$ cat src/rtl/pipe_stage_buf_if.sv
// Handshake bundle between an upstream stage, the skid buffer and the downstream stage.
// The slave modport is the buffer's view; master is the surrounding pipeline's view.
interface pipe_stage_buf_if #(
    parameter int CTRL_W = 10,
    parameter int DATA_W = 137
);
    logic              in_valid;
    logic              in_ready;
    logic [CTRL_W-1:0] in_ctrl;
    logic [DATA_W-1:0] in_data;
    logic              out_valid;
    logic              out_ready;
    logic [CTRL_W-1:0] out_ctrl;
    logic [DATA_W-1:0] out_data;

    modport slave (
        input  in_valid, in_ctrl, in_data, out_ready,
        output in_ready, out_valid, out_ctrl, out_data
    );

    modport master (
        output in_valid, in_ctrl, in_data, out_ready,
        input  in_ready, out_valid, out_ctrl, out_data
    );
endinterface

$ cat src/rtl/pipe_stage_buf.sv
// Two-entry skid buffer between pipeline stages, updated on the falling clock edge.
// in_ready depends only on registered state; flush squashes held words and counts them.
module pipe_stage_buf #(
    parameter int CTRL_W = 10,
    parameter int DATA_W = 137,
    parameter int CNT_W  = 16
) (
    input  logic             clk,
    input  logic             rst_n,
    pipe_stage_buf_if.slave  bus,
    input  logic             flush,
    output logic [1:0]       occupancy,
    output logic [CNT_W-1:0] flush_cnt
);

    localparam logic [1:0] ST_EMPTY = 2'd0;
    localparam logic [1:0] ST_HALF  = 2'd1;
    localparam logic [1:0] ST_FULL  = 2'd2;

    logic [1:0]        r_state;
    logic [CTRL_W-1:0] r_m_ctrl;
    logic [DATA_W-1:0] r_m_data;
    logic [CTRL_W-1:0] r_s_ctrl;
    logic [DATA_W-1:0] r_s_data;
    logic [CNT_W-1:0]  r_flush_cnt;

    logic [1:0] w_state_nxt;
    logic       w_out_valid;
    logic       w_in_ready;
    logic       w_in_xfer;
    logic       w_out_xfer;
    logic       w_m_ld_in;
    logic       w_m_ld_s;
    logic       w_s_ld;

    function automatic logic [CNT_W-1:0] sat_add(input logic [CNT_W-1:0] a,
                                                 input logic [1:0]       b);
        logic [CNT_W:0] s;
        s = {1'b0, a} + {{(CNT_W-1){1'b0}}, b};
        return s[CNT_W] ? {CNT_W{1'b1}} : s[CNT_W-1:0];
    endfunction

    assign w_out_valid = (r_state != ST_EMPTY);
    assign w_in_ready  = (r_state != ST_FULL);
    assign w_in_xfer   = bus.in_valid & w_in_ready;
    assign w_out_xfer  = w_out_valid & bus.out_ready;

    assign bus.in_ready  = w_in_ready;
    assign bus.out_valid = w_out_valid;
    assign bus.out_ctrl  = w_out_valid ? r_m_ctrl : '0;
    assign bus.out_data  = r_m_data;
    assign occupancy     = r_state;
    assign flush_cnt     = r_flush_cnt;

    always_comb begin
        w_state_nxt = r_state;
        w_m_ld_in   = 1'b0;
        w_m_ld_s    = 1'b0;
        w_s_ld      = 1'b0;
        if (flush) begin
            w_state_nxt = ST_EMPTY;
        end else begin
            case (r_state)
                ST_EMPTY: begin
                    if (w_in_xfer) begin
                        w_state_nxt = ST_HALF;
                        w_m_ld_in   = 1'b1;
                    end
                end
                ST_HALF: begin
                    if (w_in_xfer && !w_out_xfer) begin
                        w_state_nxt = ST_FULL;
                        w_s_ld      = 1'b1;
                    end else if (w_in_xfer && w_out_xfer) begin
                        w_m_ld_in   = 1'b1;
                    end else if (w_out_xfer) begin
                        w_state_nxt = ST_EMPTY;
                    end
                end
                ST_FULL: begin
                    if (w_out_xfer) begin
                        w_state_nxt = ST_HALF;
                        w_m_ld_s    = 1'b1;
                    end
                end
                default: w_state_nxt = ST_EMPTY;
            endcase
        end
    end

    // Falling-edge state update; flush leaves M's data in place so out_data holds.
    always_ff @(negedge clk or negedge rst_n) begin
        if (!rst_n) begin
            r_state     <= ST_EMPTY;
            r_m_ctrl    <= '0;
            r_m_data    <= '0;
            r_s_ctrl    <= '0;
            r_s_data    <= '0;
            r_flush_cnt <= '0;
        end else begin
            r_state <= w_state_nxt;
            if (w_m_ld_in) begin
                r_m_ctrl <= bus.in_ctrl;
                r_m_data <= bus.in_data;
            end else if (w_m_ld_s) begin
                r_m_ctrl <= r_s_ctrl;
                r_m_data <= r_s_data;
            end
            if (w_s_ld) begin
                r_s_ctrl <= bus.in_ctrl;
                r_s_data <= bus.in_data;
            end
            if (flush) begin
                r_flush_cnt <= sat_add(r_flush_cnt, r_state);
            end
        end
    end

endmodule

$ cat src/flat_wrapper.sv
// flat-port wrapper written by rule: the top's interface ports become plain ports
module pipe_stage_buf_flat 
#(
    parameter int CTRL_W = 10,
    parameter int DATA_W = 137,
    parameter int CNT_W  = 16
)
  (clk, rst_n, flush, occupancy, flush_cnt, bus_in_valid, bus_in_ctrl, bus_in_data, bus_out_ready, bus_in_ready, bus_out_valid, bus_out_ctrl, bus_out_data);
  pipe_stage_buf_if #(.CTRL_W(CTRL_W), .DATA_W(DATA_W)) bus_i ();
  input  logic clk;
  input  logic rst_n;
  input  logic flush;
  output logic [1:0] occupancy;
  output logic [CNT_W-1:0] flush_cnt;
  input wire logic [$bits(bus_i.in_valid)-1:0] bus_in_valid;
  input wire logic [$bits(bus_i.in_ctrl)-1:0] bus_in_ctrl;
  input wire logic [$bits(bus_i.in_data)-1:0] bus_in_data;
  input wire logic [$bits(bus_i.out_ready)-1:0] bus_out_ready;
  output wire logic [$bits(bus_i.in_ready)-1:0] bus_in_ready;
  output wire logic [$bits(bus_i.out_valid)-1:0] bus_out_valid;
  output wire logic [$bits(bus_i.out_ctrl)-1:0] bus_out_ctrl;
  output wire logic [$bits(bus_i.out_data)-1:0] bus_out_data;
  assign bus_i.in_valid = bus_in_valid;
  assign bus_i.in_ctrl = bus_in_ctrl;
  assign bus_i.in_data = bus_in_data;
  assign bus_i.out_ready = bus_out_ready;
  assign bus_in_ready = bus_i.in_ready;
  assign bus_out_valid = bus_i.out_valid;
  assign bus_out_ctrl = bus_i.out_ctrl;
  assign bus_out_data = bus_i.out_data;
  pipe_stage_buf #(.CTRL_W(CTRL_W), .DATA_W(DATA_W), .CNT_W(CNT_W)) u_core (.clk(clk), .rst_n(rst_n), .bus(bus_i), .flush(flush), .occupancy(occupancy), .flush_cnt(flush_cnt));
endmodule
$ cat config.mk
export PLATFORM = sky130hd
export DESIGN_NAME = pipe_stage_buf_flat
export DESIGN_NICKNAME = d
export VERILOG_FILES = /design/src/rtl/pipe_stage_buf_if.sv /design/src/rtl/pipe_stage_buf.sv /design/src/flat_wrapper.sv
export SDC_FILE = /design/constraint.sdc
export NUM_CORES = 1
export LEC_CHECK = 0
export CORE_ASPECT_RATIO = 1.75
export CORE_MARGIN = 4
export CORE_UTILIZATION = 52
export CTS_BUF_LIST = sky130_fd_sc_hd__clkbuf_4
export DETAILED_ROUTE_END_ITERATION = 8
export PLACE_DENSITY = 0.87
export SYNTH_ARGS = -nofsm -noshare
export SYNTH_HDL_FRONTEND = slang
export SYNTH_SLANG_ARGS = --single-unit
$ cat constraint.sdc
create_clock -name clk -period 2.9 [get_ports clk]
set_clock_uncertainty 0.15 [all_clocks]
set_input_delay 0.29 -clock clk [delete_from_list [all_inputs] [get_ports clk]]
set_output_delay 0.29 -clock clk [all_outputs]
set_load 0.01 [all_outputs]
# Word level (Yosys, flattened, before mapping)

Index checks and enable logic that the tools add are counted.
W data, S select, Z words.

Register bits after elaboration: 312
Bits of input ports: 152

Add/subtract/negate cells: 1
Equality and inequality tests: 7
Multiplexer cells: 24
Bitwise gates (word level): 2
Reductions and logical operators: 7

Operators by type and width:

| cell                 | count |
|---|---|
| $mux W137            | 2 |
| $mux W10             | 3 |
| $add A16 B2 Y17      | 1 |
| $mux W16             | 1 |
| $mux W2              | 6 |
| $mux W1              | 10 |
| $ne A3 B2 Y1 const B | 2 |
| $pmux W2 S3          | 1 |
| $ne A4 B2 Y1 const B | 1 |
| $ne A4 B3 Y1 const B | 1 |
| $reduce_and A4 Y1    | 1 |
| $reduce_bool A2 Y1   | 2 |
| $and A1 B1 Y1        | 2 |
| $eq A2 B1 Y1 const B | 1 |
| $eq A2 B2 Y1 const B | 1 |
| $logic_and A1 B1 Y1  | 2 |
| $logic_not A2 Y1     | 1 |
| $ne A2 B2 Y1 const B | 1 |
| $pmux W1 S2          | 1 |
| $logic_not A1 Y1     | 1 |

# Depth between registers and ports, before layout

Gate-level depths: netlist of run 1.

Depth after elaboration: 8
Mapped depth: 7

==> flow_summary_export.csv, run 1 <==
group,metric,value,unit
run_status,status,"finished with violations",
run_status,violations,"negative setup slack",
cts,h-tree-depth,3,
cts,clockRootBuffer,"clkbuf_4",
final_layout,area_growth,43.6,%
synth,synth_area,13200,sq um
sta,finalHoldWorstSlack,0.301,ns
sta,slew_viol_final,0,
detailed_routing,drc,0,
setup_path,path_class,"reg2out",
place,hpwlAfterDp,26200,um
power,power_frac_comb,25.0,%
place,dpl_worst_slack,-0.870,ns
cts,clock_tree.buffer_depth,3,
detailed_routing,via_per_inst,5.39,
cts,clkTransAtPathRegs,0.05,ns
final_layout,fill_cells,1496,
global_route,grt_start_max_net_pins,56,
setup_path,critPathMaxFanout,4,
floorplan,io_pins,319,
floorplan,num_rows,77,
detailed_routing,drt-total-wl,38800,um
cts,cts.sinks,312,
cts,hold_buffers,0,
floorplan,start_util,52.6,%
global_route,overflow,0,
synth,synth_commonest_cells,"dfrtn_1 (312), nor2_1 (153), a21oi_1 (151)",
floorplan,die_area,28200,sq um
sta,fin_ws,-0.579,ns
power,swShare,28.8,%
floorplan,die_w,129,um
synth,synthTopCellsByArea,"dfrtn_1 (59%), mux2_2 (13%), mux2i_1 (11%)",
power,p_clk_share,26.9,%
setup_path,worst_path_largest_cell_delay,0.47,ns
detailed_routing,wire_per_inst,20.0,um
synth,ys.flop_type,"dfrtn_1",
detailed_routing,vias,10500,
detailed_routing,drtPass1Iterations,4,
final_layout,fin_util,75.6,%
sta,tns,-37.06,ns
synth,syn_inst,1059,
setup_path,critPathRequiredTime,2.46,ns
setup_path,path_common_cell,"buf_6",
worst_hold_path,hold_path_class,"reg2reg",
detailed_routing,drt-initial-drc-count,392,
setup_path,arrival,3.04,ns
synth,syn_avg_cell_area,12.5,sq um
synth,synth.most_common_cell,"dfrtn_1",
floorplan,coreArea,25100,sq um
synth,seq_area_frac_synth,59.0,%
synth,yosysTopAreaCell,"dfrtn_1",
synth,synth_fp_nets,1214,
final_layout,layout.nets,1736,
global_route,grt_pass1_vias,11600,
sta,hold_violations,0,
final_layout,drive_gt1_share,39.7,%
place,place_congestion,0.854,
synth,synth_cell_types,37,
setup_path,path_cells,"nor2_4, buf_6, nor2b_4, buf_6",
synth,synth_top_cell_area_share,59.0,%
sta,setup_viol,167,
setup_path,cp_slowest_cell,"dfrtn_1",
power,peakVddDrop,0.567,mV
global_route,grt_pass1_wl,59500,um
power,total_power,12700,uW
synth,synth_edf_count,0,
floorplan,die_h,219,um
place,port_buffers,318,
sta,worst_slew_pin_slew,0.383,ns
detailed_routing,ant_nets,0,
sta,max-slew-margin-rel,74.4,%
power,p_int,9020,uW
cts,clk_latency,0.66,ns
synth,synthArstFlopShare,100,%
power,switchingPower,3650,uW
cts,cts_buffers,72,
synth,synth_seq_cells,312,
setup_path,critPathCaptureType,"output port",
power,seqPwrFrac,48.0,%
global_route,antenna_found_initial,3,
synth,ys.warnings.count,0,
power,leakage,0.00851,uW
final_layout,multi_input_area,5130,sq um
power,power_density,667,nW/um^2
job,drv_cap,0,
setup_path,critPathLaunchType,"register",
sta,rsz0062_at_grt,"true",
global_route,grt_usage,27.2,%
final_layout,seqCellArea,7810,sq um
cts,cts_tree,"done",
-- timing repair --
action | 4_1_cts | 5_1_grt
setup endpoints to repair | 316 | 417
setup buffers | 51 | 39
gates cloned | 3 | 3
gates resized for setup | 776 | 26
pin swaps | 2 | 1
-- final cells by class --
| cell class | count | share of cell area, % |
|---|---|---|
| antenna | 4 | 0.0527 |
| clock buffer | 96 | 3.79 |
| clock inverter | 17 | 0.652 |
| inverter | 5 | 0.0987 |
| multi-input combinational | 675 | 27.0 |
| sequential | 312 | 41.1 |
| tap | 316 | 2.08 |
| timing repair buffer | 515 | 25.3 |
-- worst paths after layout --
kind / from / end / slack, ns / depth (start not counted)
max: u_core.occupancy[0] / bus_out_ctrl[2] / -0.58 / 4
min: u_core.r_s_data[39] / u_core.r_s_data[39] / 0.30 / 1
max reg2reg: u_core.occupancy[0] / u_core.flush_cnt[8] / 0.39 / 8
min reg2reg: u_core.r_s_data[39] / u_core.r_s_data[39] / 0.30 / 1
max in group asynchronous: rst_n / u_core.r_s_data[25] / 1.21 / 2
min in group asynchronous: rst_n / u_core.r_s_data[52] / 0.69 / 1
-- power groups by stage --
stage | combinational [uW] | sequential, uW | clock (uW)
5_1_grt | 3440 | 6170 | 3740
2_1_floorplan | 1210 | 6140 | 0
3_3_place_gp | 2900 | 6040 | 0
6_report | 3180 | 6090 | 3420
4_1_cts | 3000 | 6050 | 3510
3_5_place_dp | 3030 | 6100 | 0
-- state kept, by name, summed over array words and instances, names as in the netlist --
name / flops
u_core.r_m_ctrl: 10
u_core.bus.out_data: 137
u_core.r_s_ctrl: 10
u_core.r_s_data: 137
u_core.flush_cnt: 16
u_core.occupancy: 2
-- kinds of logic (layout without fill, tap and decap cells) --
group	count (synthesis)	count (layout)	share of synthesized area [%]
simple gates	206	206	6.68
buf+inv	72	633	3.38
mux	297	297	23.9
fa+ha+maj	3	3	0.340
compound gates	160	160	6.15
xor+xnor	9	9	0.596
flops	312	312	59.0
other cells	0	4	0
-- critical path, delay by kind of cell, from the launching register on --
family	cells	cell delay [ns]
buf+inv	2	0.25
flops	1	0.47
simple gates	2	0.22
-- metal layers --
metal	GRT usage (%)	wire length (um)	part of all wire, %
met1	27.4	12800	33
met2	49.2	21400	55
met3	6.45	2230	5.8
met4	17.1	2300	5.9
met5	0	0	0
-- placed cells by master, fill, tap and decap left out, types with 3 or more instances in the layout --
cell / Yosys / routed
clkinv_1: 0 / 8
dfrtn_1: 312 / 312
nand3_1: 3 / 3
nor3b_1: 4 / 3
clkbuf_16: 0 / 3
a21oi_1: 151 / 151
buf_6: 5 / 83
xnor2_1: 9 / 9
clkbuf_4: 0 / 96
buf_16: 0 / 3
nand2_1: 17 / 17
inv_1: 5 / 4
mux2i_1: 149 / 147
buf_12: 0 / 25
clkdlybuf4s50_1: 0 / 147
clkinv_2: 0 / 3
nor2_1: 153 / 152
buf_4: 2 / 155
mux2_2: 148 / 147
inv_2: 0 / 4
buf_2: 16 / 93
nor2b_1: 13 / 3
a31oi_1: 3 / 3
nor2b_4: 0 / 8
diode_2: 0 / 4
-- per-stage QoR --
| stage | cell area, sq um | cells |
|---|---|---|
| after floorplan | 13500 | 1059 |
| after global placement | 17600 | 1730 |
| after detailed placement | 17600 | 1730 |
| after CTS | 18500 | 1897 |
| after global routing | 19000 | 1940 |
| final | 19000 | 1940 |
No activity file was read; power rests on OpenSTA's default activity.
==> inputs of run 2 (changes only) <==
CELL_PAD_IN_SITES_DETAIL_PLACEMENT = 0   (was unset)
CELL_PAD_IN_SITES_GLOBAL_PLACEMENT = 1   (was unset)
CORE_UTILIZATION = 41   (was 52)
SKIP_CTS_REPAIR_TIMING = 1   (was unset)
TNS_END_PERCENT = 20   (was unset)
==> run 2 against run 1 <==
Against the previous run: the flow still finishes with violations (negative setup slack); global-route usage down 6.9 points; combinational power down 9.4%; first-iteration DRC count down 23%; worst setup slack about the same; clock power up 2%; sequential share of layout area up 1.3 points; utilization down 17 points; sequential power down 0.7%; hold slack worse by 0.00097 ns; register-to-register slack better by 0.03 ns; wire length down 7.2%; critical path type unchanged; highest routed layer unchanged.
==> flow_summary_export.csv, run 2 (synthesis gave the netlist of run 1 again) <==
group,metric,value,unit
floorplan,num_rows,86,
power,leakage,0.00808,uW
setup_path,path_delay_family,"flip-flops",
detailed_routing,drtPass1Iterations,5,
setup_path,cp_slowest_cell,"dfrtn_1",
floorplan,coreArea,31600,sq um
final_layout,drive_gt1_share,35.5,%
detailed_routing,wire_per_inst,18.4,um
sta,slew_viol_final,0,
setup_path,worst_path_largest_cell_delay,0.46,ns
floorplan,start_util,41.8,%
cts,cts_buffers,75,
setup_path,r2r_start,"u_core.occupancy[0]",
setup_path,path_cells,"nor2_4, buf_12, nor2b_2, buf_2",
final_layout,mostFrequentLayoutCells,"dfrtn_1 (312), nor2_1 (152), a21oi_1 (151)",
sta,tns,-35.54,ns
sta,rsz0062_at_grt,"true",
global_route,grt_usage,20.3,%
worst_hold_path,hold_path_class,"reg2reg",
global_route,overflow,0,
floorplan,io_pins,319,
setup_path,crit_end,"bus_out_ctrl[0]",
cts,h-tree-depth,3,
power,peakVddDrop,0.385,mV
setup_path,rrSetupSlack,0.42,ns
final_layout,layout.nets,1661,
run_status,violations,"negative setup slack",
setup_path,critPathMaxFanout,11,
detailed_routing,drc,0,
job,drv_cap,0,
sta,fin_ws,-0.579,ns
cts,clkTransAtPathRegs,0.05,ns
cts,clk_latency,0.64,ns
global_route,grt_start_max_net_pins,43,
detailed_routing,vias,9775,
cts,clock_tree.buffer_depth,3,
detailed_routing,drt-total-wl,36000,um
setup_path,critPathLaunchType,"register",
sta,setup_viol,214,
setup_path,worst-path-stages,4,
detailed_routing,ant_nets,0,
sta,hold_violations,0,
setup_path,reg2regPathDepth,7,
floorplan,die_w,144,um
place,dpl_worst_slack,-0.872,ns
place,port_buffers,318,
detailed_routing,via_per_inst,4.99,
sta,max-slew-margin-rel,62.2,%
worst_hold_path,hold_start,"u_core.r_s_data[2]",
setup_path,path_class,"reg2out",
cts,cts_tree,"done",
power,power_density,675,nW/um^2
run_status,status,"finished with violations",
sta,worst_slew_pin_slew,0.567,ns
place,hpwlAfterDp,26700,um
floorplan,die_area,35300,sq um
setup_path,crit_buf_inv,2,
setup_path,startpoint,"u_core.occupancy[0]",
setup_path,arrival,3.04,ns
setup_path,r2r-end,"u_core.flush_cnt[8]",
setup_path,critPathCaptureType,"output port",
final_layout,area_growth,39.3,%
final_layout,layout_commonest_cell,"dfrtn_1",
global_route,grt_pass1_wl,56000,um
setup_path,critPathRequiredTime,2.46,ns
global_route,grt_pass1_vias,10600,
global_route,antenna_found_initial,9,
cts,cts.sinks,312,
cts,clockRootBuffer,"clkbuf_4",
floorplan,die_h,246,um
detailed_routing,drt-initial-drc-count,301,
place,place_congestion,0.823,
## run 2: worst reg2reg max path, delay by kind of cell (launching register included)
family / cells / cell delay (ns)
AO/OA/AOI/OAI: 1 / 0.21
multiplexers: 1 / 0.11
AND/OR/NAND/NOR: 1 / 0.46
adder cells (fa/ha/maj): 2 / 0.68
buffers and inverters: 2 / 0.22
flip-flops: 1 / 0.46
## run 2: worst min-delay path by stage
stage,to,cells past startpoint,slack [ns]
6_report,u_core.r_s_data[2],1,0.30
3_3_place_gp,u_core.r_s_data[90],1,0.30
4_1_cts,u_core.r_s_data[118],1,0.30
2_1_floorplan,u_core.r_s_ctrl[0],1,0.29
5_1_grt,u_core.r_s_data[2],1,0.31
3_5_place_dp,u_core.r_s_data[118],1,0.30
## run 2: where the power goes
group / total [uW] / internal (uW) / switching [uW] / leakage [uW]
clock network: 3500 / 1820 / 1680 / 0.000525
registers: 6050 / 5460 / 591 / 0.00366
logic: 2880 / 1680 / 1200 / 0.00389
total: 12400 / 8970 / 3470 / 0.00808
## run 2: layer usage
layer / share of wire [%] / track usage (%)
met5: 0 / 0
met4: 3.6 / 11.3
met3: 5.3 / 4.73
met2: 57 / 37.2
met1: 34 / 20.6
## run 2: stage by stage
stage | std cells | total power, uW | util [%] | hold WS, ns | area (sq um)
finish | 1959 | 12400 | 58.3 | 0.300 | 18400
global placement | 1806 | 8950 | 55.6 | 0.296 | 17600
global route | 1959 | 13200 | 58.3 | 0.308 | 18400
floorplan | 1059 | 7340 | - | 0.290 | 13400
detailed placement | 1806 | 9100 | 55.6 | 0.304 | 17600
CTS | 1930 | 12700 | 58.5 | 0.304 | 18500
## run 2: layout make-up
type,instances,area [sq um]
multi-input combinational,675,5080
inverter,5,18.8
antenna,10,25.0
timing repair buffer,437,4100
clock buffer,97,728
fill,2698,13200
clock inverter,27,184
sequential,312,7810
tap,396,495
==> inputs of run 3 (changes only) <==
ABC_CLOCK_PERIOD_IN_PS = 2900   (was unset)
SLEW_MARGIN = 5   (was unset)
==> results of run 3 <==
Same layout as run 2: the final DEF is identical, and so are final timing and power.
